$ cat config.mk
export PLATFORM = sky130hd
export DESIGN_NAME = rv_barrier_ctrl
export DESIGN_NICKNAME = d
export VERILOG_FILES = /design/src/rtl/rv_barrier_ctrl.sv
export SDC_FILE = /design/constraint.sdc
export NUM_CORES = 1
export LEC_CHECK = 0
export ABC_CLOCK_PERIOD_IN_PS = 7900
export CAP_MARGIN = 20
export CORE_MARGIN = 1
export CORE_UTILIZATION = 51
export CTS_BUF_LIST = sky130_fd_sc_hd__clkbuf_16
export CTS_CLUSTER_DIAMETER = 120
export DETAILED_ROUTE_END_ITERATION = 8
export PLACE_DENSITY_LB_ADDON = 0.25
export SYNTH_ARGS = -nofsm -noshare
export SYNTH_HDL_FRONTEND = slang
export SYNTH_SLANG_ARGS = --single-unit
$ cat constraint.sdc
create_clock -name clk -period 7.9 [get_ports clk]
set_clock_uncertainty 0.05 [all_clocks]
set_input_delay 1.58 -clock clk [delete_from_list [all_inputs] [get_ports clk]]
set_output_delay 1.58 -clock clk [all_outputs]
set_load 0.05 [all_outputs]
$ cat src/rtl/rv_barrier_ctrl.sv
// ---------------------------------------------------------------------------
// rv_barrier_ctrl
//
// Warp-barrier controller for the RISC-V GPU core. The issue stage presents
// at most one barrier-arrival request per cycle. Each barrier keeps a mask of
// the warps that have arrived and the participant count latched on its first
// arrival. When the population count of the updated mask reaches that count,
// the barrier's mask is cleared and a registered release (barrier id plus
// warp mask) is offered to the warp scheduler.
//
// Ports:
//   clk          clock
//   reset        asynchronous active-high reset
//   req_valid    arrival request valid
//   req_ready    arrival accepted when req_valid & req_ready
//   req_bar_id   barrier targeted by the arrival
//   req_warp_id  arriving warp
//   req_count    participants required (used on the first arrival only)
//   rel_valid    release pending
//   rel_ready    scheduler accepts the release
//   rel_bar_id   barrier being released
//   rel_mask     warps to release
//   stall_mask   OR of all arrival masks (warps currently waiting)
//   bar_active   bit b set when barrier b has at least one arrival
//   dup_err      one-cycle pulse after accepting an already-arrived warp
// ---------------------------------------------------------------------------
module rv_barrier_ctrl #(
    parameter int NUM_WARPS    = 4,
    parameter int NUM_BARRIERS = 4,
    parameter int BW           = $clog2(NUM_BARRIERS),
    parameter int WW           = $clog2(NUM_WARPS),
    parameter int CW           = $clog2(NUM_WARPS + 1)
) (
    input  logic                    clk,
    input  logic                    reset,
    input  logic                    req_valid,
    output logic                    req_ready,
    input  logic [BW-1:0]           req_bar_id,
    input  logic [WW-1:0]           req_warp_id,
    input  logic [CW-1:0]           req_count,
    output logic                    rel_valid,
    input  logic                    rel_ready,
    output logic [BW-1:0]           rel_bar_id,
    output logic [NUM_WARPS-1:0]    rel_mask,
    output logic [NUM_WARPS-1:0]    stall_mask,
    output logic [NUM_BARRIERS-1:0] bar_active,
    output logic                    dup_err
);

    // Popcount tree is built over a power-of-two leaf count; unused leaves are 0.
    localparam int PW = 1 << $clog2(NUM_WARPS);

    // Pairwise adder tree: each pass halves the number of partial sums.
    function automatic logic [CW-1:0] popcount(input logic [NUM_WARPS-1:0] v);
        logic [PW-1:0] v_pad;
        logic [CW-1:0] s [PW];
        v_pad = PW'(v);
        for (int k = 0; k < PW; k++) begin
            s[k] = CW'(v_pad[k]);
        end
        for (int w = PW / 2; w >= 1; w = w / 2) begin
            for (int i = 0; i < w; i++) begin
                s[i] = s[2*i] + s[2*i+1];
            end
        end
        return s[0];
    endfunction

    logic [NUM_WARPS-1:0]    r_mask [NUM_BARRIERS];
    logic [CW-1:0]           r_cnt  [NUM_BARRIERS];
    logic                    r_rel_valid;
    logic [BW-1:0]           r_rel_bar_id;
    logic [NUM_WARPS-1:0]    r_rel_mask;
    logic                    r_dup_err;

    logic                    w_accept;
    logic [NUM_WARPS-1:0]    w_onehot;
    logic [NUM_WARPS-1:0]    w_cur_mask;
    logic [NUM_WARPS-1:0]    w_new_mask;
    logic                    w_first;
    logic                    w_dup;
    logic [CW-1:0]           w_pc;
    logic [CW-1:0]           w_eff_raw;
    logic [CW-1:0]           w_eff;
    logic                    w_release;
    logic [NUM_WARPS-1:0]    w_stall;
    logic [NUM_BARRIERS-1:0] w_bar_active;

    // Only one release register: stop accepting while a release is stuck.
    assign req_ready  = !r_rel_valid || rel_ready;
    assign w_accept   = req_valid && req_ready;

    assign w_onehot   = NUM_WARPS'(1) << req_warp_id;
    assign w_cur_mask = r_mask[req_bar_id];
    assign w_new_mask = w_cur_mask | w_onehot;
    assign w_first    = (w_cur_mask == '0);
    assign w_dup      = |(w_cur_mask & w_onehot);
    assign w_pc       = popcount(w_new_mask);

    // Count is latched on the first arrival; later req_count values are ignored.
    // A count of zero behaves like one so a lone arrival still releases.
    assign w_eff_raw  = w_first ? req_count : r_cnt[req_bar_id];
    assign w_eff      = (w_eff_raw == '0) ? CW'(1) : w_eff_raw;
    assign w_release  = (w_pc >= w_eff);

    // NOTE: every variable assigned in always_comb gets a default first, so no latch is inferred.
    always_comb begin
        w_stall      = '0;
        w_bar_active = '0;
        for (int b = 0; b < NUM_BARRIERS; b++) begin
            w_stall         = w_stall | r_mask[b];
            w_bar_active[b] = |r_mask[b];
        end
    end

    // NOTE: the mask/count arrays are small flop arrays, not RAM, so they are
    // reset together with the rest of the state; a reset must drop all arrivals.
    always_ff @(posedge clk or posedge reset) begin
        if (reset) begin
            for (int b = 0; b < NUM_BARRIERS; b++) begin
                r_mask[b] <= '0;
                r_cnt[b]  <= '0;
            end
            r_rel_valid  <= 1'b0;
            r_rel_bar_id <= '0;
            r_rel_mask   <= '0;
            r_dup_err    <= 1'b0;
        end else begin
            r_dup_err <= w_accept && w_dup;

            if (w_accept) begin
                if (w_first) begin
                    r_cnt[req_bar_id] <= req_count;
                end
                // Clearing the mask on the release edge keeps released warps
                // out of stall_mask from the cycle rel_valid rises.
                if (w_release) begin
                    r_mask[req_bar_id] <= '0;
                end else begin
                    r_mask[req_bar_id] <= w_new_mask;
                end
            end

            // A new release overwrites the output register even while the
            // previous one is being consumed (back-to-back releases).
            if (w_accept && w_release) begin
                r_rel_valid  <= 1'b1;
                r_rel_bar_id <= req_bar_id;
                r_rel_mask   <= w_new_mask;
            end else if (rel_ready) begin
                r_rel_valid  <= 1'b0;
            end
        end
    end

    assign rel_valid  = r_rel_valid;
    assign rel_bar_id = r_rel_bar_id;
    assign rel_mask   = r_rel_mask;
    assign dup_err    = r_dup_err;
    assign stall_mask = w_stall;
    assign bar_active = w_bar_active;

endmodule

==> qor.txt, run 1 <==
status - completed
total global-route track usage - 24.3%
Antenna Cells - 0
total die area - 3930 um^2
Final HPWL DP - 3.03 mm
area grow syn2layout - 24.9%
synthesized flop and latch total - 36
largest net degree at the start of global routing - 37
Clock H-tree levels - 2
max_cap viols - 0
vias in the first global route - 1398
Vias/cell - 5.94
TritonCTS buffer count - 5
Final nets - 182
clock sink count - 36
Final GP Congestion - 0.901
crit path capture type - flip-flop
R2R cell count - 10
Avg Synthesized Cell Area - 13.9 um^2
Fin. Hold Viols - 0
RSZ-0062 raised after global routing - false
die height - 62.7 um
Post-Synthesis Cells - 135
First DRT Iteration DRCs - 29
Hold WS - 0.430 ns
maximum clock path buffer count - 2
Critical Path AT - 5.49 ns
worst hold path cell count - 1
TritonRoute pass-1 iters - 4
Initial Util - 54.6%
total core area - 3440 um^2
Final Slew Violations - 0
worst-path fanout max - 12
period utilisation layout - 68.2%
CTS tree - done
Syn Std Cell Area - 1880 um^2
critical path required time - 8.01 ns
CP Class - in -> reg
I/O Pins - 28
gr ovfl total - 0
Slew HR - 47.7%
class of the worst hold path - reg -> reg
Unique masters post-synth - 26
Fillers - 258
root buf cell - clkbuf_16
placed insts - 204
final WL - 4.15 mm
PortBufs - 27
Antenna Violating Nets Remaining - 0
Die Wd - 62.7 um
Clock Latency Late Sink - 0.28 ns
total number of vias - 1260
setup TNS - 0 ns
Synth warnings - 0
post-CTS sizing - 0
CTS Hold Bufs - 0
syn nets - 152
Seq/Total Area, Yosys - 47.9%
fin crit period - 5.39 ns
flop-to-flop setup slack - 4.38 ns
Non-Filler Instances - 212
global-route wire length before repair - 7.07 mm
routed len/inst - 19.6 um
Setup crit start kind - primary input
initial antenna violation count - 0
actual slew at the worst max-slew pin - 0.782 ns
Post-CTS Repair Setup Buffers - 0
Rows - 21
Max Fclk - 186 MHz
setup violators final - 0
Residual DRC - 0
share of cells above drive strength 1 - 22.9%
CTS clk-pin slew, worst paths - 0.05 ns
[worst max-delay path, stage by stage]
cell	delay, ns
clkdlybuf4s50_1	0.86
mux4_2	0.62
a21o_1	0.22
fa_1	0.49
ha_1	0.20
ha_1	0.27
ha_1	0.27
a21o_1	0.11
a21o_1	0.21
and2_1	0.28
mux2_2	0.37
[cell type report]
class	count	area [um^2]	share of cell area, %
clock buffer	5	125	5.32
clock inverter	3	38.8	1.65
inverter	4	15.0	0.639
multi-input combinational	90	935	39.8
sequential	36	901	38.3
tap	46	57.6	2.45
timing repair buffer	28	278	11.8
[state kept, by name (all words and copies together), names as in the netlist]
signal and flops:
r_cnt 12, rel_bar_id 2, rel_valid 1, rel_mask 4
dup_err 1, r_mask 16
[cell usage after synthesis (all sizes together)]
cell | count | area, um^2
nor2b | 4 | 25.0
mux4 | 8 | 180
nor2 | 6 | 45.0
mux2i | 2 | 20.0
a21oi | 1 | 5.00
ha | 5 | 62.6
and2 | 3 | 18.8
nand3b | 2 | 15.0
a21o | 6 | 45.0
buf | 3 | 22.5
or4 | 9 | 67.6
mux2 | 34 | 383
nand2b | 2 | 12.5
inv | 4 | 15.0
nand3 | 1 | 5.00
clkbuf | 2 | 7.51
nor3b | 1 | 7.51
nor4 | 1 | 6.26
nand2 | 3 | 11.3
fa | 1 | 20.0
nor3 | 1 | 5.00
dfrtp | 36 | 901
[logic make-up (layout without fill, tap and decap cells)]
logic type | after synthesis | in the layout | share of synthesized area (%)
adder cells (fa/ha/maj) | 6 | 6 | 4.39
buffers and inverters | 9 | 40 | 2.40
AO/OA/AOI/OAI | 7 | 7 | 2.66
AND/OR/NAND/NOR | 33 | 33 | 11.6
flip-flops | 36 | 36 | 47.9
multiplexers | 44 | 44 | 31.0
[path summary, 6_finish.rpt]
| kind | from | endpoint |
|---|---|---|
| max | req_bar_id[1] | rel_mask[2] |
| min | r_cnt[6] | r_cnt[6] |
| max reg2reg | r_mask[0] | rel_mask[2] |
| min reg2reg | r_cnt[6] | r_cnt[6] |
| max in group asynchronous | reset | rel_mask[2] |
| min in group asynchronous | reset | r_cnt[6] |
[metrics by stage]
step                utilization [%]  worst slack (ns)  area [um^2]
global route                   68.3              2.31         2350
finish                         68.3              2.51         2350
CTS                            68.3              2.49         2350
detailed placement             63.5              2.22         2190
global placement               63.5              2.34         2190
floorplan                         -              3.15         1880
[routing by layer]
| metal | wire (um) | GRT usage [%] | vias to the layer above |
|---|---|---|---|
| met3 | 196 | 5.66 | 10 |
| met5 | 0 | 0 | - |
| li1 | - | - | 563 |
| met1 | 1690 | 28.6 | 643 |
| met4 | 93 | 8.72 | 0 |
| met2 | 2170 | 43.2 | 44 |
[cells in the final DEF, fill, tap and decap left out, types with 4 or more instances in the layout]
master,count
clkbuf_16,5
clkdlybuf4s50_1,27
a21o_1,6
mux4_2,8
inv_1,5
mux2_2,19
nor2b_1,4
ha_1,5
mux2_1,15
dfrtp_1,36
or4_1,9
Power of run 1 is not shown: default switching activity piles up to over one toggle a cycle in this logic, so the estimate is an artifact.
==> run 2: changes to the inputs <==
--- a/config.mk
+++ b/config.mk
@@ -5,7 +5,7 @@
 export SDC_FILE = /design/constraint.sdc
 export NUM_CORES = 1
 export LEC_CHECK = 0
-export ABC_CLOCK_PERIOD_IN_PS = 7900
+export ABC_CLOCK_PERIOD_IN_PS = 5200
 export CAP_MARGIN = 20
 export CORE_MARGIN = 1
 export CORE_UTILIZATION = 51
==> constraint.sdc (replaced) <==
create_clock -name clk -period 5.2 [get_ports clk]
set_clock_uncertainty 0.05 [all_clocks]
set_input_delay 1.04 -clock clk [delete_from_list [all_inputs] [get_ports clk]]
set_output_delay 1.04 -clock clk [all_outputs]
set_load 0.05 [all_outputs]
==> run 2 against run 1 <==
  * Critical path type unchanged
  * Clock-buffer cell count unchanged
  * Core utilization decreased by 0.36 points
  * Die area unchanged
  * Final area decreased by 0.53%
  * Non-clock buffer count increased by 2
  * Sequential share of layout area increased by 0.21 points
  * Register-to-register slack got worse by 2.7 ns
  * Final cell count increased by 0.94%
  * Largest cell class unchanged
  * Via count decreased by 1.2%
  * Worst setup slack got worse by 1.9 ns
==> qor.txt, run 2 (synthesis results as in run 1) <==
status - completed
RSZ-0062 raised after global routing - false
max FFs per register - 16
critical path required time - 5.31 ns
post-CTS sizing - 0
Cell Chain, Critical Path - clkdlybuf4s50_1, mux4_2, a21o_1, fa_1, ha_1, ha_1, ha_1, a21o_1, a21o_1, and2_1, mux2_2
total die area - 3930 um^2
total global-route track usage - 23.6%
actual slew at the worst max-slew pin - 0.718 ns
vias in the first global route - 1389
global-route wire length before repair - 6.83 mm
Buf/Inv on CP - 1
CP peak stage delay - 0.70 ns
PortBufs - 27
Multi-input gate area - 935 um^2
I/O Pins - 28
class of the worst hold path - reg -> reg
First DRT Iteration DRCs - 65
Final Slew Violations - 0
Setup crit start kind - primary input
Clock Latency Late Sink - 0.28 ns
total core area - 3440 um^2
Max Fclk - 216 MHz
Rows - 21
area grow syn2layout - 24.3%
share of cells above drive strength 1 - 22.6%
Non-Filler Instances - 214
CTS tree - done
setup violators final - 0
Residual DRC - 0
crit path capture type - flip-flop
gr ovfl total - 0
Final HPWL DP - 2.83 mm
Clock H-tree levels - 2
Fin. Hold Viols - 0
Vias/cell - 5.82
worst-path fanout max - 9
Final GP Congestion - 0.920
Fillers - 250
most frequent cells in the layout - dfrtp_1 (36), clkdlybuf4s50_1 (27), mux2_2 (19), mux2_1 (15), or4_1 (9)
CTS clk-pin slew, worst paths - 0.05 ns
setup TNS - 0 ns
maximum clock path buffer count - 2
final WL - 3.88 mm
TritonRoute pass-1 iters - 4
CP Class - in -> reg
max_cap viols - 0
commonest non-fill, non-tap cell in the layout - dfrtp_1
TritonCTS buffer count - 5
Antenna Cells - 0
Antenna Violating Nets Remaining - 0
Largest Register - r_mask
Die Wd - 62.7 um
Critical Path AT - 4.74 ns
Post-CTS Repair Setup Buffers - 0
initial antenna violation count - 0
Slew HR - 52.0%
Final nets - 184
fin crit period - 4.63 ns
root buf cell - clkbuf_16
largest net degree at the start of global routing - 37
post-layout utilization of the core - 67.9%
placed insts - 206
CP max stage cell - clkdlybuf4s50_1
clock sink count - 36
register area - 901 um^2
delay-heaviest family, CP - adder cells
CTS Hold Bufs - 0
routed len/inst - 18.1 um
die height - 62.7 um
total number of vias - 1245
Initial Util - 54.6%
period utilisation layout - 89.0%
[run 2: final timing paths]
kind	startpoint	slack, ns	cells past startpoint	to
hold / removal	r_cnt[1]	0.43	1	r_cnt[1]
setup / recovery	req_bar_id[0]	0.57	11	rel_mask[2]
setup reg to reg	r_mask[12]	1.67	10	rel_mask[2]
max in group asynchronous	reset	3.68	3	r_mask[1]
min in group asynchronous	reset	1.11	3	r_cnt[9]
hold reg to reg	r_cnt[1]	0.43	1	r_cnt[1]
[run 2: area by class of cell]
class / count / area share (%)
clock inverter: 3 / 0.482
tap: 46 / 2.46
sequential: 36 / 38.5
multi-input combinational: 90 / 40.0
inverter: 4 / 0.642
clock buffer: 5 / 5.35
timing repair buffer: 30 / 12.5
[run 2: layer usage]
metal / GRT usage, % / share of wire (%) / vias to the layer above
met2: 35.7 / 48 / 36
met4: 11.9 / 2.6 / 0
met1: 31.2 / 45 / 630
li1: - / - / 569
met3: 6.57 / 4.2 / 10
met5: 0 / 0 / -
[run 2: worst register-to-register path, stage by stage, from the launching register on]
cell	delay, ns
dfrtp_1	0.40
mux4_2	0.52
a21o_1	0.22
fa_1	0.48
ha_1	0.19
ha_1	0.28
ha_1	0.28
a21o_1	0.11
a21o_1	0.21
and2_1	0.29
mux2_2	0.38
[run 2: stage by stage]
step	hold slack [ns]	cell area (um^2)	worst slack, ns
floorplan	0.402	1880	0.990
global placement	0.414	2200	0.386
detailed placement	0.423	2200	0.285
CTS	0.435	2340	0.570
global route	0.448	2340	0.454
finish	0.435	2340	0.574
Power of run 2 is left out for the same reason.
